## src/rtl/pipelined_adder_if.sv

```systemverilog
// Valid/ready operand and result channel for pipelined_adder.
// The master drives operands and out_ready; the slave is the adder.
interface pipelined_adder_if #(
  parameter int WIDTH = 32
) ();
  logic             in_valid;
  logic             in_ready;
  logic [WIDTH-1:0] a;
  logic [WIDTH-1:0] b;
  logic             cin;
  logic             sub;
  logic             out_valid;
  logic             out_ready;
  logic [WIDTH-1:0] s;
  logic             cout;
  logic             ovf;
  logic             zero;

  modport master (
    output in_valid, a, b, cin, sub, out_ready,
    input  in_ready, out_valid, s, cout, ovf, zero
  );

  modport slave (
    input  in_valid, a, b, cin, sub, out_ready,
    output in_ready, out_valid, s, cout, ovf, zero
  );
endinterface

```

## src/rtl/pipelined_adder.sv

```systemverilog
// Segmented ripple-carry adder/subtractor: one SEG_WIDTH slice per pipeline stage.
// All stages share one advance enable, so bubbles hold in place during a stall.
module pipelined_adder #(
  parameter int WIDTH     = 32,
  parameter int SEG_WIDTH = 8
) (
  input logic              clk,
  input logic              reset,
  pipelined_adder_if.slave bus
);
  localparam int STAGES = WIDTH / SEG_WIDTH;

  typedef struct packed {
    logic             vld;
    logic             c;
    logic             ovf;
    logic             zero;
    logic [WIDTH-1:0] a;
    logic [WIDTH-1:0] b;
    logic [WIDTH-1:0] s;
  } stage_t;

  stage_t r_pipe [STAGES];
  stage_t w_nxt  [STAGES];
  stage_t w_head;
  logic   w_adv;

  // Adds slice k of a and b plus the carry from slice k-1; lower result and upper operands pass through.
  function automatic stage_t slice_add(input stage_t src, input int k);
    stage_t             res;
    logic [WIDTH-1:0]   a_sh;
    logic [WIDTH-1:0]   b_sh;
    logic [WIDTH-1:0]   seg_mask;
    logic [WIDTH-1:0]   seg_val;
    logic [SEG_WIDTH:0] sum;
    res      = src;
    a_sh     = src.a >> (k * SEG_WIDTH);
    b_sh     = src.b >> (k * SEG_WIDTH);
    sum      = {1'b0, a_sh[SEG_WIDTH-1:0]} + {1'b0, b_sh[SEG_WIDTH-1:0]}
             + {{SEG_WIDTH{1'b0}}, src.c};
    seg_mask = {WIDTH{1'b0}};
    seg_mask[SEG_WIDTH-1:0] = {SEG_WIDTH{1'b1}};
    seg_val  = {WIDTH{1'b0}};
    seg_val[SEG_WIDTH-1:0]  = sum[SEG_WIDTH-1:0];
    res.s    = (src.s & ~(seg_mask << (k * SEG_WIDTH))) | (seg_val << (k * SEG_WIDTH));
    res.c    = sum[SEG_WIDTH];
    // Only meaningful in the top slice: carry into MSB recovered from the MSB sum bit.
    res.ovf  = src.a[WIDTH-1] ^ src.b[WIDTH-1] ^ sum[SEG_WIDTH-1] ^ sum[SEG_WIDTH];
    res.zero = ~|res.s;
    return res;
  endfunction

  assign w_adv        = ~r_pipe[STAGES-1].vld | bus.out_ready;
  assign bus.in_ready = w_adv;

  // Operand capture; subtraction is folded into a + ~b + 1 here.
  always_comb begin
    w_head     = '0;
    w_head.vld = bus.in_valid & w_adv;
    w_head.a   = bus.a;
    if (bus.sub) begin
      w_head.b = ~bus.b;
      w_head.c = 1'b1;
    end else begin
      w_head.b = bus.b;
      w_head.c = bus.cin;
    end
  end

  // Each slice consumes the previous stage register; slice 0 consumes the captured operands.
  always_comb begin
    w_nxt[0] = slice_add(w_head, 0);
    for (int k = 1; k < STAGES; k++) begin
      w_nxt[k] = slice_add(r_pipe[k-1], k);
    end
  end

  // Stage registers advance together or hold together.
  always_ff @(posedge clk or posedge reset) begin
    if (reset) begin
      for (int k = 0; k < STAGES; k++) begin
        r_pipe[k] <= '0;
      end
    end else if (w_adv) begin
      for (int k = 0; k < STAGES; k++) begin
        r_pipe[k] <= w_nxt[k];
      end
    end
  end

  assign bus.out_valid = r_pipe[STAGES-1].vld;
  assign bus.s         = r_pipe[STAGES-1].s;
  assign bus.cout      = r_pipe[STAGES-1].c;
  assign bus.ovf       = r_pipe[STAGES-1].ovf;
  assign bus.zero      = r_pipe[STAGES-1].zero;
endmodule

```

## src/flat_wrapper.sv

```systemverilog
// flat-port wrapper written by rule: the top's interface ports become plain ports
module pipelined_adder_flat 
#(
  parameter int WIDTH     = 32,
  parameter int SEG_WIDTH = 8
)
  (clk, reset, bus_in_valid, bus_a, bus_b, bus_cin, bus_sub, bus_out_ready, bus_in_ready, bus_out_valid, bus_s, bus_cout, bus_ovf, bus_zero);
  pipelined_adder_if #(.WIDTH(WIDTH)) bus_i ();
  input logic clk;
  input logic reset;
  input wire logic [$bits(bus_i.in_valid)-1:0] bus_in_valid;
  input wire logic [$bits(bus_i.a)-1:0] bus_a;
  input wire logic [$bits(bus_i.b)-1:0] bus_b;
  input wire logic [$bits(bus_i.cin)-1:0] bus_cin;
  input wire logic [$bits(bus_i.sub)-1:0] bus_sub;
  input wire logic [$bits(bus_i.out_ready)-1:0] bus_out_ready;
  output wire logic [$bits(bus_i.in_ready)-1:0] bus_in_ready;
  output wire logic [$bits(bus_i.out_valid)-1:0] bus_out_valid;
  output wire logic [$bits(bus_i.s)-1:0] bus_s;
  output wire logic [$bits(bus_i.cout)-1:0] bus_cout;
  output wire logic [$bits(bus_i.ovf)-1:0] bus_ovf;
  output wire logic [$bits(bus_i.zero)-1:0] bus_zero;
  assign bus_i.in_valid = bus_in_valid;
  assign bus_i.a = bus_a;
  assign bus_i.b = bus_b;
  assign bus_i.cin = bus_cin;
  assign bus_i.sub = bus_sub;
  assign bus_i.out_ready = bus_out_ready;
  assign bus_in_ready = bus_i.in_ready;
  assign bus_out_valid = bus_i.out_valid;
  assign bus_s = bus_i.s;
  assign bus_cout = bus_i.cout;
  assign bus_ovf = bus_i.ovf;
  assign bus_zero = bus_i.zero;
  pipelined_adder #(.WIDTH(WIDTH), .SEG_WIDTH(SEG_WIDTH)) u_core (.clk(clk), .reset(reset), .bus(bus_i));
endmodule
```

## config.mk

```make
export PLATFORM = sky130hd
export DESIGN_NAME = pipelined_adder_flat
export DESIGN_NICKNAME = d
export VERILOG_FILES = /design/src/rtl/pipelined_adder_if.sv /design/src/rtl/pipelined_adder.sv /design/src/flat_wrapper.sv
export SDC_FILE = /design/constraint.sdc
export NUM_CORES = 1
export LEC_CHECK = 0
export BUFFER_PORTS_ARGS = -buffer_cell sky130_fd_sc_hd__buf_4
export CAP_MARGIN = 25
export CORE_MARGIN = 8
export CORE_UTILIZATION = 50
export CTS_CLUSTER_DIAMETER = 150
export DETAILED_ROUTE_END_ITERATION = 7
export GPL_TIMING_DRIVEN = 0
export PLACE_DENSITY_LB_ADDON = 0.05
export SLEW_MARGIN = 20
export SYNTH_ARGS = -nofsm -noshare
export SYNTH_HDL_FRONTEND = slang
export SYNTH_SLANG_ARGS = --single-unit
```

## constraint.sdc

```tcl
create_clock -name clk -period 8.47 [get_ports clk]
set_input_delay 1.694 -clock clk [delete_from_list [all_inputs] [get_ports clk]]
set_output_delay 1.694 -clock clk [all_outputs]
set_load 0.01 [all_outputs]
```

==> results.tsv, run 1 <==
metric	value	unit
syn_area_per_cell	9.047	µm²
die_w	148.1	µm
crit_type	in2out	
p_seq_frac	0.391	
synth_ff_type	dfrtp_1	
slew_headroom	0.4952	
gp_congestion	0.7987	
root_buffer	clkbuf_16	
drive_gt1_frac	0.1762	
numCtsBuffers	17	
final_cell_area	0.01042	mm²
timing.final.crit_share	0.5651	
design.core.area	0.01718	mm²
required	6780	ps
worstHoldPathType	reg2reg	
overflow	0	
synth.ff_latch_count	186	
drt-pass1-iter-count	4	
crit_path_end_kind	primary output	
switchingPower	1458	µW
cts.clk_slew.worst_paths	60	ps
wl	20700	µm
p_comb_frac	0.406	
rows	48	
start_util	0.5077	
port_buffers	105	
hpwl	15130	µm
fin_crit	4786	ps
first_global_vias	6638	
placed_area	0.009826	mm²
drt-initial-drc-count	429	
rsz0062_at_grt	no	
critPathMaxFanout	10	
postCtsHoldBufs	0	
vias	6514	
netlist_area	0.008721	mm²
status	complete, no violations	
finalNetCount	1195	
grt_pass1_wl	34520	µm
antenna_found_initial	0	
hold_violations	0	
tightest_slew	757.1	ps
post_cts_buffers	0	
vdd_drop_max	0.2016	mV
clk_path_buf_depth	2	
powerDensity	377.0	mW/mm²
async_flop_share	1.000	
p_sw_frac	0.3713	
track_usage	0.2004	
io_pins	107	
ctsHtreeMaxLevel	4	
synth_edf_count	0	
syn_to_final_growth	19.44	%
cts_tree	done	
synth.distinct_cells	43	
finalClockSkew	18.31	ps
p_clk_frac	0.203	
p_int	2469	µW
die_y	148.1	µm
wl_per_cell	15.61	µm
crit_arrival	3090	ps
max-cap-violations	0	
worstSkewPairLatency	440	ps
antenna_cells	0	
via_per_inst	4.913	
fp.dieArea	0.02192	mm²
drv_slew	0	
critPathLaunchType	input pin	
drcViolationCount	0	
synth_seq_area_share	0.5337	
setup_viol	0	
netlist_instances	964	
syn_nets	1070	
leakage	0.005312	µW
layout.cells.non_filler	1326	
grt_max_degree	99	
cts_sinks	186	
dp.cells	1295	
fmax	208.9	MHz
whs	464.7	ps
cts_resized	0	
yosysWarnings	0	
final_antenna_net_count	0	
metal layers:
layer | share of wire | vias up | track usage
met5 | 0 | - | 0
met4 | 0.013 | 0 | 0.06935
met3 | 0.055 | 21 | 0.04224
met2 | 0.46 | 156 | 0.3162
met1 | 0.47 | 3043 | 0.2698
li1 | - | 3294 | -
cells in the mapped netlist, drive strengths merged, types with 3 or more instances:
| cell | n | area [µm²] |
|---|---|---|
| buf | 62 | 374.1 |
| o21a | 12 | 90.09 |
| nand2 | 416 | 1562 |
| inv | 26 | 97.59 |
| nor2 | 28 | 105.1 |
| nor4 | 5 | 31.28 |
| a211oi | 3 | 22.52 |
| nor2b | 5 | 31.28 |
| nor3 | 11 | 55.05 |
| xor2 | 11 | 96.34 |
| o211a | 3 | 30.03 |
| or3 | 3 | 18.77 |
| xnor2 | 34 | 297.8 |
| clkbuf | 15 | 56.30 |
| dfrtp | 186 | 4654 |
| nand2b | 5 | 31.28 |
| nand4 | 3 | 18.77 |
| o21ai | 48 | 244.0 |
| a31oi | 3 | 18.77 |
| o21bai | 3 | 26.27 |
| fa | 8 | 160.2 |
| ha | 28 | 350.3 |
| a21oi | 18 | 97.60 |
| o31ai | 13 | 102.6 |
path summary, 6_finish.rpt:
path	from	to	slack, ps	cells past startpoint
max	bus_out_ready	bus_in_ready	3680	7
min	u_core.r_pipe[212]$_DFFE_PP0N_	u_core.r_pipe[112]$_DFFE_PP0N_	460	2
max reg2reg	u_core.r_pipe[156]$_DFFE_PP0N_	u_core.bus.s[30]$_DFFE_PP0N_	6160	9
min reg2reg	u_core.r_pipe[212]$_DFFE_PP0N_	u_core.r_pipe[112]$_DFFE_PP0N_	460	2
max in group asynchronous	reset	u_core.bus.s[25]$_DFFE_PP0N_	6230	3
min in group asynchronous	reset	u_core.r_pipe[377]$_DFFE_PP0N_	1370	2
layout make-up:
cell class	count	area, µm²
timing repair buffer	106	815.8
fill	1583	6760
buffer	77	430.4
clock buffer	22	474.2
clock inverter	9	116.4
multi-input combinational	675	3538
inverter	26	105.1
tap	225	281.5
sequential	186	4654
power groups by stage:
| stage | combinational [µW] | sequential, µW | clock, µW |
|---|---|---|---|
| 6_report | 1590 | 1540 | 797 |
| 2_1_floorplan | 1160 | 1470 | 0 |
| 3_3_place_gp | 1570 | 1540 | 0 |
| 4_1_cts | 1620 | 1530 | 813 |
| 5_1_grt | 1810 | 1580 | 846 |
| 3_5_place_dp | 1600 | 1550 | 0 |
critical path: stages:
cell	delay (ps)
buf_4	80
nor2b_1	30
buf_2	200
inv_1	90
clkbuf_1	400
buf_2	410
buf_4	190
per-stage QoR:
step             util  setup WS [ps]  TNS (ps)  total power (µW)
3_5_place_dp   0.5720           3673         0              3153
3_3_place_gp   0.5700         -444.2    -79470              3106
4_1_cts        0.6064           3657         0              3962
5_1_grt        0.6064           3563         0              4238
6_report       0.6064           3684         0              3927
2_1_floorplan       -           1719         0              2626
flip-flops by register name (all words and copies together) (netlist names):
register / flops
u_core.bus.cout: 1
u_core.bus.out_valid: 1
u_core.bus.ovf: 1
u_core.bus.s: 32
u_core.bus.zero: 1
u_core.r_pipe: 150
layout by cell type (no fill, tap or decap), drive strengths merged, types with 4 or more instances in the layout:
cell,Yosys,routed
o21ai,48,48
nand2b,5,5
nor4,5,5
buf,62,168
xnor2,34,34
fa,8,8
nor3,11,11
nor2b,5,5
dfrtp,186,186
ha,28,28
nor2,28,28
clkbuf,15,37
clkinvlp,0,4
a21oi,18,18
o21a,12,12
inv,26,26
o31ai,13,13
nand2,416,416
xor2,11,11
logic make-up after synthesis:
| family | after synthesis | synth area share |
|---|---|---|
| compound gates | 111 | 0.08207 |
| simple gates | 481 | 0.2169 |
| fa+ha+maj | 36 | 0.05854 |
| flops | 186 | 0.5337 |
| xor+xnor | 45 | 0.04519 |
| buf+inv | 103 | 0.06054 |
| mux | 2 | 0.003012 |
No activity file was read; power rests on OpenSTA's default activity.
==> run 2: changes to the inputs <==
==> constraint.sdc (replaced) <==
create_clock -name clk -period 4.4 [get_ports clk]
set_input_delay 0.88 -clock clk [delete_from_list [all_inputs] [get_ports clk]]
set_output_delay 0.88 -clock clk [all_outputs]
set_load 0.01 [all_outputs]
==> results.tsv, run 2 (synthesized netlist as in run 1, its figures left out) <==
metric	value	unit	change
drt-pass1-iter-count	5		was 4
track_usage	0.1943		was 0.2004
final_antenna_net_count	0		unchanged
ctsHtreeMaxLevel	4		unchanged
crit_type	in2reg		was in2out
fillCellCount	1574		was 1583
slew_headroom	0.4975		was 0.4952
die_w	148.1	µm	unchanged
p_comb_frac	0.408		was 0.406
largest_register_ffs	150		unchanged
grt_max_degree	35		was 99
tightest_slew	753.8	ps	was 757.1 ps
wl	20470	µm	was 20700 µm
wl_met3	990	µm	was 1147 µm
leakage	0.005374	µW	was 0.005312 µW
overflow	0		unchanged
cts.clk_slew.worst_paths	70	ps	was 60 ps
powerDensity	717.3	mW/mm²	was 377.0 mW/mm²
drt-initial-drc-count	323		was 429
first_global_vias	6381		was 6638
port_buffers	105		unchanged
fmax	287.5	MHz	
status	complete, no violations		unchanged
io_pins	107		unchanged
hold_violations	0		unchanged
setup_viol	0		unchanged
rows	48		unchanged
crit_path_end_kind	register		was primary output
vias	6494		was 6514
timing.final.crit_share	0.7904		
fp.dieArea	0.02192	mm²	unchanged
met2_length	9300	µm	was 9597 µm
p_seq_frac	0.391		about the same
hpwl	15320	µm	was 15130 µm
clk_path_buf_depth	2		unchanged
postCtsHoldBufs	0		unchanged
start_util	0.5077		unchanged
critPathLaunchType	input pin		unchanged
finalClockSkew	7.884	ps	was 18.31 ps
cts_tree	done		unchanged
required	4740	ps	was 6780 ps
p_int	4736	µW	was 2469 µW
critPathMaxFanout	10		unchanged
switchingPower	2823	µW	was 1458 µW
top_register	u_core.r_pipe		unchanged
p_sw_frac	0.3734		was 0.3713
antenna_found_initial	0		unchanged
cts_sinks	186		unchanged
antenna_cells	0		unchanged
cts_resized	0		unchanged
max-cap-violations	0		unchanged
drv_slew	0		unchanged
fin_crit	3478	ps	
mostFrequentLayoutCell	nand2_1		unchanged
worstHoldPathType	in2async		was reg2reg
rsz0062_at_grt	no		unchanged
finalPower	7559	µW	was 3927 µW
grt_pass1_wl	33590	µm	was 34520 µm
finalNetCount	1201		was 1195
worstSkewPairLatency	420	ps	was 440 ps
root_buffer	clkbuf_16		unchanged
numCtsBuffers	17		unchanged
met1Wirelength	10060	µm	was 9683 µm
vdd_drop_max	0.3751	mV	was 0.2016 mV
die_y	148.1	µm	unchanged
via_per_inst	4.875		was 4.913
drcViolationCount	0		unchanged
design.core.area	0.01718	mm²	unchanged
post_cts_buffers	0		unchanged
utilization	0.6135		was 0.6064
wl_per_cell	15.37	µm	was 15.61 µm
crit_arrival	3820	ps	was 3090 ps
gp_congestion	0.8299		was 0.7987
drive_gt1_frac	0.1825		was 0.1762
highest_layer	met4		unchanged
final_cell_mix	416 x nand2_1, 186 x dfrtp_1, 137 x buf_4, 39 x o21ai_0, 34 x xnor2_1		unchanged
syn_to_final_growth	20.83	%	was 19.44%
p_clk_frac	0.201		was 0.203
run 2: per-layer routing:
metal	track usage	vias to the layer above
met3	0.04345	8
met4	0.03825	0
met5	0	-
li1	-	3313
met2	0.3037	139
met1	0.2733	3034
run 2: final timing paths:
path / startpoint / to / slack [ps] / depth (start not counted)
setup / recovery: bus_sub / u_core.r_pipe[398]$_DFFE_PP0N_ / 920 / 11
hold / removal: reset / u_core.bus.s[6]$_DFFE_PP0N_ / 360 / 2
setup reg to reg: u_core.r_pipe[156]$_DFFE_PP0N_ / u_core.bus.s[30]$_DFFE_PP0N_ / 2100 / 9
hold reg to reg: u_core.r_pipe[390]$_DFFE_PP0N_ / u_core.r_pipe[390]$_DFFE_PP0N_ / 470 / 2
max in group asynchronous: reset / u_core.r_pipe[257]$_DFFE_PP0N_ / 3140 / 5
min in group clk: u_core.r_pipe[390]$_DFFE_PP0N_ / u_core.r_pipe[390]$_DFFE_PP0N_ / 470 / 2
run 2: power groups by stage:
stage	registers, µW	clock network [µW]	logic [µW]
after floorplan	2820	0	2230
after global placement	2960	0	3020
after detailed placement	2980	0	3110
after CTS	2950	1540	3120
after global routing	3040	1610	3490
final	2950	1520	3080
run 2: per-stage QoR:
step	setup TNS [ps]	setup WS, ps	hold WS (ps)	cell area, µm²	instances
final	0	922.3	359.4	10540	1332
after global routing	0	683.3	352.3	10540	1332
after CTS	0	926.9	348.5	10540	1332
after detailed placement	0	478.3	455.3	9957	1301
after global placement	-9096	-63.30	439.4	9794	1294
after floorplan	0	1127	430.0	8725	964
run 2: area by class of cell:
| class | count | area, µm² | area share |
|---|---|---|---|
| clock inverters | 13 | 141.4 | 0.01342 |
| well taps | 225 | 281.5 | 0.02672 |
| inverters | 26 | 101.3 | 0.009618 |
| clock buffers | 18 | 439.2 | 0.04168 |
| plain buffers | 77 | 430.4 | 0.04085 |
| flip-flops and latches | 186 | 4654 | 0.4417 |
| multi-input cells | 675 | 3538 | 0.3358 |
| repair buffers | 112 | 950.9 | 0.09024 |
run 2: critical path, stage by stage:
cell      delay (ps)
clkbuf_1         450
buf_2            420
xnor2_1          150
fa_1             440
fa_1             410
nand2b_1         160
a21oi_1          170
o21ai_0          130
a21oi_1          270
o21ai_0          140
a31oi_1          180
==> run 3: changes to the inputs <==
==> constraint.sdc (replaced) <==
create_clock -name clk -period 2.9 [get_ports clk]
set_input_delay 0.58 -clock clk [delete_from_list [all_inputs] [get_ports clk]]
set_output_delay 0.58 -clock clk [all_outputs]
set_load 0.01 [all_outputs]
==> results.tsv, run 3 (synthesized netlist as in run 1, its figures left out) <==
metric	value	unit	change
status	complete, no violations		unchanged
die_w	148.1	µm	unchanged
placed_area	0.009957	mm²	unchanged
rsz0062_at_grt	no		unchanged
dp.cells	1301		unchanged
root_buffer	clkbuf_16		unchanged
grt_pass1_wl	33550	µm	was 33590 µm
start_util	0.5077		unchanged
hpwl	15320	µm	unchanged
numCtsBuffers	17		unchanged
setup_viol	0		unchanged
track_usage	0.1941		was 0.1943
die_y	148.1	µm	unchanged
hold_violations	0		unchanged
cp_num_buf_inv	4		was 2
postCtsHoldBufs	0		unchanged
drive_gt1_frac	0.1844		was 0.1825
finalNetCount	1200		was 1201
final_cell_area	0.01055	mm²	was 0.01054 mm²
crit_family	buffers and inverters		was compound AO/OA/AOI/OAI gates
utilization	0.6139		was 0.6135
crit_arrival	2120	ps	was 3820 ps
fillCellCount	1573		was 1574
overflow	0		unchanged
largest_register_ffs	150		unchanged
wl	20470	µm	about the same
rows	48		unchanged
crit_path_end_kind	primary output		was register
antenna_found_initial	0		unchanged
fin_crit	2705	ps	
design.core.area	0.01718	mm²	unchanged
gp_congestion	0.8299		unchanged
antenna_cells	0		unchanged
clk_path_buf_depth	2		unchanged
ctsHtreeMaxLevel	4		unchanged
critPathMaxFanout	11		was 10
required	2320	ps	was 4740 ps
vias	6459		was 6494
first_global_vias	6383		was 6381
top_register	u_core.r_pipe		unchanged
io_pins	107		unchanged
wl_per_cell	15.38	µm	was 15.37 µm
post_cts_buffers	0		unchanged
drt-pass1-iter-count	5		unchanged
vdd_drop_max	0.5511	mV	was 0.3751 mV
port_buffers	105		unchanged
via_per_inst	4.853		was 4.875
drcViolationCount	0		unchanged
cts_sinks	186		unchanged
worstSkewPairLatency	430	ps	was 420 ps
final_antenna_net_count	0		unchanged
critPathMaxStageDelay	400	ps	was 450 ps
worst_path_most_repeated_cell	buf_2		
leakage	0.005378	µW	was 0.005374 µW
drv_slew	0		unchanged
tightest_slew	753.1	ps	was 753.8 ps
layout.cells.non_filler	1331		was 1332
critPathLaunchType	register		was input pin
cp_cell_sequence	nor2b_1 -> buf_2 -> inv_1 -> buf_2 -> buf_4		was clkbuf_1 -> buf_2 -> xnor2_1 -> fa_1 -> fa_1 -> nand2b_1 -> a21oi_1 -> o21ai_0 -> a21oi_1 -> o21ai_0 -> a31oi_1
timing.final.crit_share	0.9326		
drt-initial-drc-count	331		was 323
finalClockSkew	9.122	ps	was 7.884 ps
max-cap-violations	0		unchanged
tns	0	ps	unchanged
cts_tree	done		unchanged
finalPower	11470	µW	was 7559 µW
syn_to_final_growth	20.92	%	was 20.83%
slew_headroom	0.4979		was 0.4975
worstHoldPathType	in2async		unchanged
mostFrequentLayoutCell	nand2_1		unchanged
cts.clk_slew.worst_paths	70	ps	about the same
final_cell_mix	416 x nand2_1, 186 x dfrtp_1, 137 x buf_4, 39 x o21ai_0, 34 x xnor2_1		unchanged
fmax	369.7	MHz	
crit_type	reg2out		was in2reg
powerDensity	1088	mW/mm²	was 717.3 mW/mm²
cp_slowest_cell	dfrtp_1		was clkbuf_1
fp.dieArea	0.02192	mm²	unchanged
grt_max_degree	35		unchanged
-- run 3: cell count changes in the layout (fill, tap and decap cells not counted), sizes merged --
cell    before  now
clkbuf      33   32
-- run 3: power breakdown --
group	internal [µW]	switching, µW
clock network	1300	1010
registers	3750	730
logic	2140	2540
-- run 3: area by class of cell --
class                      count  area [µm²]  area share
sequential                   186        4654      0.4414
multi-input combinational    675        3542      0.3359
timing repair buffer         112       950.9     0.09018
inverter                      26       101.3    0.009611
clock buffer                  18       439.2     0.04165
buffer                        76       434.2     0.04117
tap                          225       281.5     0.02670
clock inverter                13       141.4     0.01341
-- run 3: routing by layer --
layer | part of all wire | up-vias | track usage
met1 | 0.50 | 3009 | 0.2725
met3 | 0.046 | 11 | 0.04315
li1 | - | 3309 | -
met2 | 0.45 | 130 | 0.3041
met5 | 0 | - | 0
met4 | 0.0064 | 0 | 0.03825
-- run 3: worst register-to-register path, cell delays in order, from the launching register on --
cell and delay (ps):
dfrtp_1 400, fa_1 450, inv_1 90, fa_1 210
nor2b_1 80, o31a_1 250, o21ai_1 190, nand2b_1 90
xor2_1 160, mux2_2 270
-- run 3: through the flow --
step                hold WS [ps]  worst slack [ps]
floorplan                  430.0            -72.51
global placement           439.4             -1263
detailed placement         455.3            -721.7
CTS                        48.49             98.59
global route               52.28             24.03
finish                     59.27             195.4
-- run 3: path summary, 6_finish.rpt --
kind                                             startpoint                             end  slack, ps  cells past startpoint
hold / removal                                        reset     u_core.bus.s[6]$_DFFE_PP0N_         60                      2
hold reg to reg              u_core.r_pipe[390]$_DFFE_PP0N_  u_core.r_pipe[390]$_DFFE_PP0N_        470                      2
setup / recovery           u_core.bus.out_valid$_DFFE_PP0N_                    bus_in_ready        200                      5
setup reg to reg             u_core.r_pipe[156]$_DFFE_PP0N_    u_core.bus.s[30]$_DFFE_PP0N_        610                      9
max in group asynchronous                             reset  u_core.r_pipe[257]$_DFFE_PP0N_       1940                      5
min in group clk                                  bus_a[25]  u_core.r_pipe[389]$_DFFE_PP0N_        340                      3
-- run 3: repair_timing --
| item | 4_1_cts | 5_1_grt |
|---|---|---|
| pin swaps | 0 | 1 |
| gates resized for setup | 2 | 2 |
| endpoints found under the setup margin | 3 | 1 |
